==> src/rtl/ble_aa_correlator.sv <==
// ble_aa_correlator
//   BLE access-address correlator. Sits behind timing recovery: every
//   update_data strobe it makes a GFSK hard-bit decision with a one-sample
//   differential phase discriminator. Decided bits are shifted into an
//   AA_WIDTH-bit window. When the window matches access_addr within max_err
//   bit errors, packet start is flagged and the next PKT_BITS decided bits
//   are streamed to the packet/CRC stage before the block re-arms.
//
// Ports
//   clk            16 MHz sample clock
//   rst            synchronous active-low reset
//   en             block enable; low forces SEARCH and clears the window
//   I_in, Q_in     signed 4-bit I/Q samples, one per clk
//   update_data    one-clk bit strobe from timing recovery
//   access_addr    expected access address, bit 0 first on air
//   max_err        allowed Hamming distance (0..7)
//   bit_out        payload bit
//   bit_valid      one-clk qualifier for bit_out
//   packet_detect  one-clk pulse on access-address match
//   packet_done    one-clk pulse alongside the last payload bit_valid
//   in_packet      high while streaming payload
module ble_aa_correlator #(
  parameter int AA_WIDTH = 32,
  parameter int PKT_BITS = 336,
  parameter int CNT_W    = 9
) (
  input  logic                clk,
  input  logic                rst,
  input  logic                en,
  input  logic signed [3:0]   I_in,
  input  logic signed [3:0]   Q_in,
  input  logic                update_data,
  input  logic [AA_WIDTH-1:0] access_addr,
  input  logic [2:0]          max_err,
  output logic                bit_out,
  output logic                bit_valid,
  output logic                packet_detect,
  output logic                packet_done,
  output logic                in_packet
);

  localparam int FILL_W = $clog2(AA_WIDTH + 1);
  localparam logic [FILL_W-1:0] FILL_FULL = FILL_W'(AA_WIDTH);
  localparam logic [CNT_W-1:0]  LAST_CNT  = CNT_W'(PKT_BITS - 1);

  typedef enum logic {SEARCH = 1'b0, PAYLOAD = 1'b1} state_t;

  // 4x4 signed multiply with both operands explicitly sign-extended to 8 bits.
  // The true product lies in -56..+64, so the 8-bit result never wraps.
  function automatic logic signed [7:0] smul4(input logic signed [3:0] a,
                                              input logic signed [3:0] b);
    logic signed [7:0] a8;
    logic signed [7:0] b8;
    a8 = {{4{a[3]}}, a};
    b8 = {{4{b[3]}}, b};
    return a8 * b8;
  endfunction

  function automatic logic [FILL_W-1:0] popcount(input logic [AA_WIDTH-1:0] v);
    logic [FILL_W-1:0] n;
    n = '0;
    for (int k = 0; k < AA_WIDTH; k++) begin
      n = n + FILL_W'(v[k]);
    end
    return n;
  endfunction

  state_t                state_q, state_d;
  logic signed [3:0]     i_dly_q, q_dly_q;
  logic [AA_WIDTH-1:0]   win_q;
  logic [FILL_W-1:0]     fill_q;
  logic [CNT_W-1:0]      cnt_q;
  logic                  bit_out_q, bit_valid_q, detect_q, done_q;

  logic signed [7:0]     prod_a, prod_b;
  logic signed [8:0]     disc;
  logic                  dec_bit;
  logic                  match;
  logic                  pay_strobe;
  logic                  shift_en;
  logic                  last_bit;
  logic [CNT_W-1:0]      cnt_base;

  // Discriminator: sign of the cross product of consecutive samples, i.e. the
  // direction of phase rotation. Zero rotation decides 0.
  always_comb begin
    prod_a  = smul4(i_dly_q, Q_in);
    prod_b  = smul4(q_dly_q, I_in);
    disc    = {prod_a[7], prod_a} - {prod_b[7], prod_b};
    dec_bit = !disc[8] && (disc != 9'sd0);
  end

  // Match is evaluated on the registered window, so it fires the cycle after
  // the shift that completed it. A strobe landing in that same cycle is
  // already the first payload bit (counter restarts from zero).
  always_comb begin
    match      = en && (state_q == SEARCH) && (fill_q == FILL_FULL) &&
                 (popcount(win_q ^ access_addr) <= FILL_W'(max_err));
    pay_strobe = en && update_data && ((state_q == PAYLOAD) || match);
    shift_en   = en && update_data && (state_q == SEARCH) && !match;
    cnt_base   = match ? '0 : cnt_q;
    last_bit   = pay_strobe && (cnt_base == LAST_CNT);
  end

  // FSM state register
  always_ff @(posedge clk) begin
    if (!rst) begin
      state_q <= SEARCH;
    end else begin
      state_q <= state_d;
    end
  end

  // FSM next state
  always_comb begin
    state_d = state_q;
    if (!en) begin
      state_d = SEARCH;
    end else begin
      case (state_q)
        SEARCH:  if (match)    state_d = last_bit ? SEARCH : PAYLOAD;
        PAYLOAD: if (last_bit) state_d = SEARCH;
        default: state_d = SEARCH;
      endcase
    end
  end

  // FSM outputs
  always_comb begin
    in_packet = (state_q == PAYLOAD);
  end

  always_ff @(posedge clk) begin
    if (!rst) begin
      i_dly_q     <= '0;
      q_dly_q     <= '0;
      win_q       <= '0;
      fill_q      <= '0;
      cnt_q       <= '0;
      bit_out_q   <= 1'b0;
      bit_valid_q <= 1'b0;
      detect_q    <= 1'b0;
      done_q      <= 1'b0;
    end else begin
      // Sample delay line runs regardless of enable.
      i_dly_q     <= I_in;
      q_dly_q     <= Q_in;
      bit_valid_q <= 1'b0;
      detect_q    <= 1'b0;
      done_q      <= 1'b0;
      if (!en) begin
        win_q  <= '0;
        fill_q <= '0;
        cnt_q  <= '0;
      end else begin
        detect_q <= match;
        if (shift_en) begin
          win_q <= {dec_bit, win_q[AA_WIDTH-1:1]};
          if (fill_q != FILL_FULL) fill_q <= fill_q + FILL_W'(1);
        end
        if (match) cnt_q <= '0;
        if (pay_strobe) begin
          bit_out_q   <= dec_bit;
          bit_valid_q <= 1'b1;
          cnt_q       <= cnt_base + CNT_W'(1);
          // Leaving PAYLOAD: a new access address needs a completely fresh fill.
          if (last_bit) begin
            done_q <= 1'b1;
            cnt_q  <= '0;
            win_q  <= '0;
            fill_q <= '0;
          end
        end
      end
    end
  end

  assign bit_out       = bit_out_q;
  assign bit_valid     = bit_valid_q;
  assign packet_detect = detect_q;
  assign packet_done   = done_q;

endmodule

==> config.mk <==
export PLATFORM = sky130hd
export DESIGN_NAME = ble_aa_correlator
export DESIGN_NICKNAME = d
export VERILOG_FILES = /design/src/rtl/ble_aa_correlator.sv
export SDC_FILE = /design/constraint.sdc
export NUM_CORES = 1
export LEC_CHECK = 0
export CORE_MARGIN = 1
export CORE_UTILIZATION = 52
export CTS_CLUSTER_DIAMETER = 40
export DETAILED_ROUTE_END_ITERATION = 16
export PLACE_DENSITY = 0.85
export SLEW_MARGIN = 5
export SYNTH_ARGS = -nofsm -noshare
export SYNTH_HDL_FRONTEND = slang
export SYNTH_SLANG_ARGS = --single-unit
==> constraint.sdc <==
create_clock -name clk -period 7.1 [get_ports clk]
set_input_delay 1.42 -clock clk [delete_from_list [all_inputs] [get_ports clk]]
set_output_delay 1.42 -clock clk [all_outputs]
set_load 0.02 [all_outputs]
# == Word-level counts from Yosys, hierarchy flattened ==
# Cells that the tools add are included.
# classes
mul,2
mux,15
eq_ne,3
bitwise,2
magnitude_cmp,1
reduce_logical,16
add_sub_neg,34
# op_table
op,n
adder 6 x 1 -> 6 bit,26
2-to-1 mux 32 bit,3
XOR 32 bit,1
2-to-1 mux 9 bit,3
2-to-1 mux 6 bit,4
multiplier 4 x 4 -> 8 bit,2
"adder 9 x 1 -> 9 bit, second input constant",1
"equality test 9 bit, second input constant",1
logical AND 1 bit,9
nonzero test 9 bit,1
subtractor 8 x 8 -> 9 bit,1
adder 5 x 1 -> 6 bit,1
"adder 6 x 1 -> 6 bit, second input constant",1
"equality test 6 bit, second input constant",1
less-or-equal comparator 6 x 3 -> 1 bit,1
"!= test 6 bit, second input constant",1
adder 4 x 1 -> 5 bit,1
adder 3 x 1 -> 4 bit,1
2-to-1 mux 1 bit,4
AND reduction 2 bit,2
adder 2 x 1 -> 3 bit,1
AND reduction 3 bit,1
adder 1 x 1 -> 2 bit,1
zero test 1 bit,2
other kinds (3),3
# totals
word_cells,83
output_inout_bits,5
ff_bits,60
inputBits,47

# == Longest topological paths before layout ==
# logic_depth
depth_word,40
depth_mapped,26
depth_no_buf,26

# == Least setup slack after synthesis ==
# Ideal clock, no wire load.
# synth_timing
path_kind,in2reg
from,input access_addr[25]
to,register win_q[18]
slack_ns,-0.591
setup_time_ns,0.132
arrival_time_ns,7.559
path_buffers,1
required_time_ns,6.968
cell_stages,26
path_cell_list,xnor2_1 > fa_1 > fa_1 > inv_1 > fa_1 > inv_1 > fa_1 > fa_1 > inv_1 > fa_1 > ha_1 > inv_1 > fa_1 > xnor2_1 > ha_1 > nand3_1 > o21ai_0 > o211a_1 > nor2b_1 > ha_1 > nand3_1 > nor2_1 > nand3_1 > nand3_1 > clkbuf_1 > a21oi_1
# synth_between
elab_chain_len,15
word_cells_on_any_way,20
cone_classes,add/sub: 7; order compare: 1; eq/ne: 1; mux: 4; bitwise: 1; reduce/logical: 6
# synth_rtl
element,line_no,source
from (decl),33,"input logic [AA_WIDTH-1:0] access_addr,"
XOR 32 bit (*),98,(popcount(win_q ^ access_addr) <= FILL_W'(max_err));
adder 6 x 1 -> 6 bit (*) (7 in a row),63,n = n + FILL_W'(v[k]);
less-or-equal comparator 6 x 3 -> 1 bit (*),98,
logical AND 1 bit (*),97,match = en && (state_q == SEARCH) && (fill_q == FILL_FULL) &&
2-to-1 mux 9 bit (tied with other cells),-,
equality test 9 bit (tied with other cells),102,last_bit = pay_strobe && (cnt_base == LAST_CNT);
logical AND 1 bit or 2-to-1 mux 32 bit (tied branches),"102, 157",
2-to-1 mux 32 bit,167,if (last_bit) begin
2-to-1 mux 32 bit (*),162,if (pay_strobe) begin
to (signal assigned),158,"win_q <= {dec_bit, win_q[AA_WIDTH-1:1]};"
to (decl),70,logic [AA_WIDTH-1:0] win_q;
# Mark *: on every way between the ends. The rest lies on a longest branch, timed or not.
# A chain may end at the register's enable or synchronous reset.

# == Worst setup path after layout ==
# layout_timing
from,input access_addr[11]
to,register win_q[15]
# layout_between
elab_chain_len,29
word_cells_on_any_way,34
cone_classes,add/sub: 21; order compare: 1; eq/ne: 1; mux: 4; bitwise: 1; reduce/logical: 6
# layout_rtl
element,line_no
XOR 32 bit (*),98
adder 6 x 1 -> 6 bit (*) (21 in a row),63
less-or-equal comparator 6 x 3 -> 1 bit (*),98
logical AND 1 bit (*),97
2-to-1 mux 9 bit (tied with other cells),-
equality test 9 bit (tied with other cells),102
logical AND 1 bit or 2-to-1 mux 32 bit (tied branches),"102, 157"
2-to-1 mux 32 bit,167
2-to-1 mux 32 bit (*),162
# Marks and branches as above.

==> results_dict.tcl <==
set metrics [dict create \
    drive_gt1_frac 0.220 \
    start_util 0.540 \
    cts_buffers 9 \
    final_cell_mix "nand2_1, dfxtp_1, inv_1" \
    cp.required_ps 7330 \
    clock-sinks 60 \
    rows 34 \
    timing.final.ws_setup_ps -239 \
    dpl.hpwl_um 8000 \
    viasPerCell 5.43 \
    grt_start_max_net_pins 33 \
    grt_use_total 0.245 \
    rsz0062_at_grt "yes" \
    antenna_found_initial 0 \
    netlist.area_leader.share 0.254 \
    drtIter0Drc 152 \
    end_kind "flop" \
    cts_tree "yes" \
    clock_skew_ps 11.8 \
    violations "negative setup slack" \
    p_leak_nw 2.55 \
    grtUsageMet3 0.0453 \
    fp.dieW_um 97.4 \
    hold_viol_final 0 \
    die_h_um 97.4 \
    vias 3900 \
    layout.nets 741 \
    whs_ps 491 \
    clockRootBuffer "clkbuf_8" \
    grt_pass1_wl_um 18500 \
    synth.ff_latch_count 60 \
    final_common_cell "nand2_1" \
    cts.path.max_buffers 2 \
    critical_path_class "primary input to flop" \
    dp_cells 689 \
    relSlewSlack 0.430 \
    antenna_cells 0 \
    peakVddDrop_mv 0.462 \
    ys_warn_count 0 \
    io_buffers 51 \
    place_congestion 0.867 \
    pin_count 52 \
    synth_area_leader_cell "dfxtp_1" \
    synth_area_um2 4730 \
    core-area_um2 8760 \
    ys_top_cells_by_area "dfxtp_1, fa_1, ha_1" \
    dp_slack_ps -839 \
    start_kind "primary input" \
    grtUsageMet2 0.425 \
    power_density_nw_per_um2 403 \
    synthCells 523 \
    syn_to_final_growth_pct 32.3 \
    fmax_mhz 136 \
    cp_max_fo 8 \
    wl_per_cell_um 16.8 \
    path_clk_slew_ps 70 \
    grt_pass1_vias 4113 \
    setup_viol 49 \
    worstMarginPinSlew_ps 844 \
    grt-busiest-layer "met2" \
    finalNonFillerCells 718 \
    fin_crit_ps 7340 \
    maxCapViolCount 0 \
    ys_types 42 \
    worstPathArrival_ps 7570 \
    final_max_slew_viol_count 0 \
    antenna_left 0 \
    async_flop_share 0 \
    grt_use_met1 0.298 \
    clk-insertion-delay-late_ps 350 \
    drt-total-wl_um 12000 \
    ys_seq_area_frac 0.254 \
    synth_edf_count 0 \
    htreeDepth 3 \
    hold_path_class "flop to flop" \
    power.total_mw 2.52 \
    ys.flop_type "dfxtp_1" \
    synth_fp_nets 659 \
    status "finished with violations" \
    fin_crit_sh 1.03 \
    grt_overflow 0 \
    drc 0 \
    drtPass1Iterations 4 \
    syn_area_per_cell_um2 9.04 \
    die_area_um2 9480 \
]
metal layers:
layer	up-vias	share of wire	routed length, µm
li1	1828	-	-
met1	1946	0.40	4810
met2	93	0.54	6480
met3	33	0.034	404
met4	0	0.027	328
met5	-	0	0
layout make-up:
| cell class | count | area [µm²] |
|---|---|---|
| Multi-Input combinational cell | 386 | 3630 |
| Fill cell | 583 | 2500 |
| Sequential cell | 60 | 1200 |
| Timing Repair Buffer | 84 | 853 |
| Inverter | 64 | 240 |
| Clock buffer | 12 | 155 |
| Tap cell | 108 | 135 |
| Clock inverter | 4 | 47.5 |
critical path, stage by stage:
cell             delay [ps]
clkdlybuf4s15_1         210
xnor2_2                 150
fa_1                    490
inv_1                    60
fa_1                    510
inv_2                    40
fa_1                    460
fa_1                    520
fa_1                    500
inv_1                    50
fa_1                    480
ha_2                    190
inv_2                    40
fa_2                    530
inv_2                    50
ha_4                    250
nand3_2                  60
o21ai_2                  60
o211a_1                 280
nor2b_2                 170
ha_2                    230
nand3_4                  80
nor2_4                  160
nand3_4                 100
nand3_4                 150
buf_12                  140
buf_16                  130
a21oi_4                  40
state kept, by name (all words and copies together) (netlist names):
signal / cells
q_dly_q: 4
i_dly_q: 4
packet_done: 1
cnt_q: 9
win_q: 32
in_packet: 1
fill_q: 6
bit_out: 1
bit_valid: 1
packet_detect: 1
per-stage QoR:
step	utilization	area (µm²)	setup TNS (ps)
finish	0.714	6260	-9530
global placement	0.651	5710	-34160
floorplan	-	4950	-3790
CTS	0.694	6080	-7260
detailed placement	0.651	5710	-40160
global route	0.714	6260	-16520
worst paths after layout:
kind	depth (start not counted)	start	to	slack, ps
min reg2reg	2	win_q[22]	win_q[22]	490
max reg2reg	27	win_q[27]	win_q[15]	550
max	28	access_addr[11]	win_q[15]	-240
min	2	win_q[22]	win_q[22]	490
power breakdown:
part	switching (mW)	internal, mW	total [mW]
clock	0.142	0.180	0.322
sequential	0.00566	0.341	0.347
combinational	0.926	0.925	1.85
timing repair:
| item | 4_1_cts | 5_1_grt |
|---|---|---|
| gates cloned | 1 | 1 |
| pin swaps | 35 | 26 |
| hold buffers | 0 | 0 |
| gates resized for setup | 69 | 29 |
| setup buffers | 6 | 6 |
| setup endpoints to repair | 49 | 51 |
cells by family (layout without fill, tap and decap cells):
logic type / Yosys count / in the layout / share of synthesized area
AO/OA/AOI/OAI: 66 / 66 / 0.0886
XOR/XNOR: 54 / 54 / 0.100
flip-flops: 60 / 60 / 0.254
multiplexers: 1 / 1 / 0.00212
buffers and inverters: 77 / 164 / 0.0653
adder cells (fa/ha/maj): 89 / 89 / 0.318
AND/OR/NAND/NOR: 176 / 176 / 0.172
cells in the mapped netlist (3+ instances only):
master / instances
and3_1: 3
ha_1: 37
a21oi_1: 41
a21o_1: 4
and2_1: 22
nand2_1: 88
buf_2: 10
xnor2_1: 40
nand2b_1: 4
nor3_1: 4
nor2b_1: 8
xor2_1: 14
dfxtp_1: 60
inv_1: 64
nand3_1: 17
nor2_1: 19
nor4_1: 4
o21ai_0: 4
fa_1: 52
Note: power is estimated with default switching activity, not from simulation.
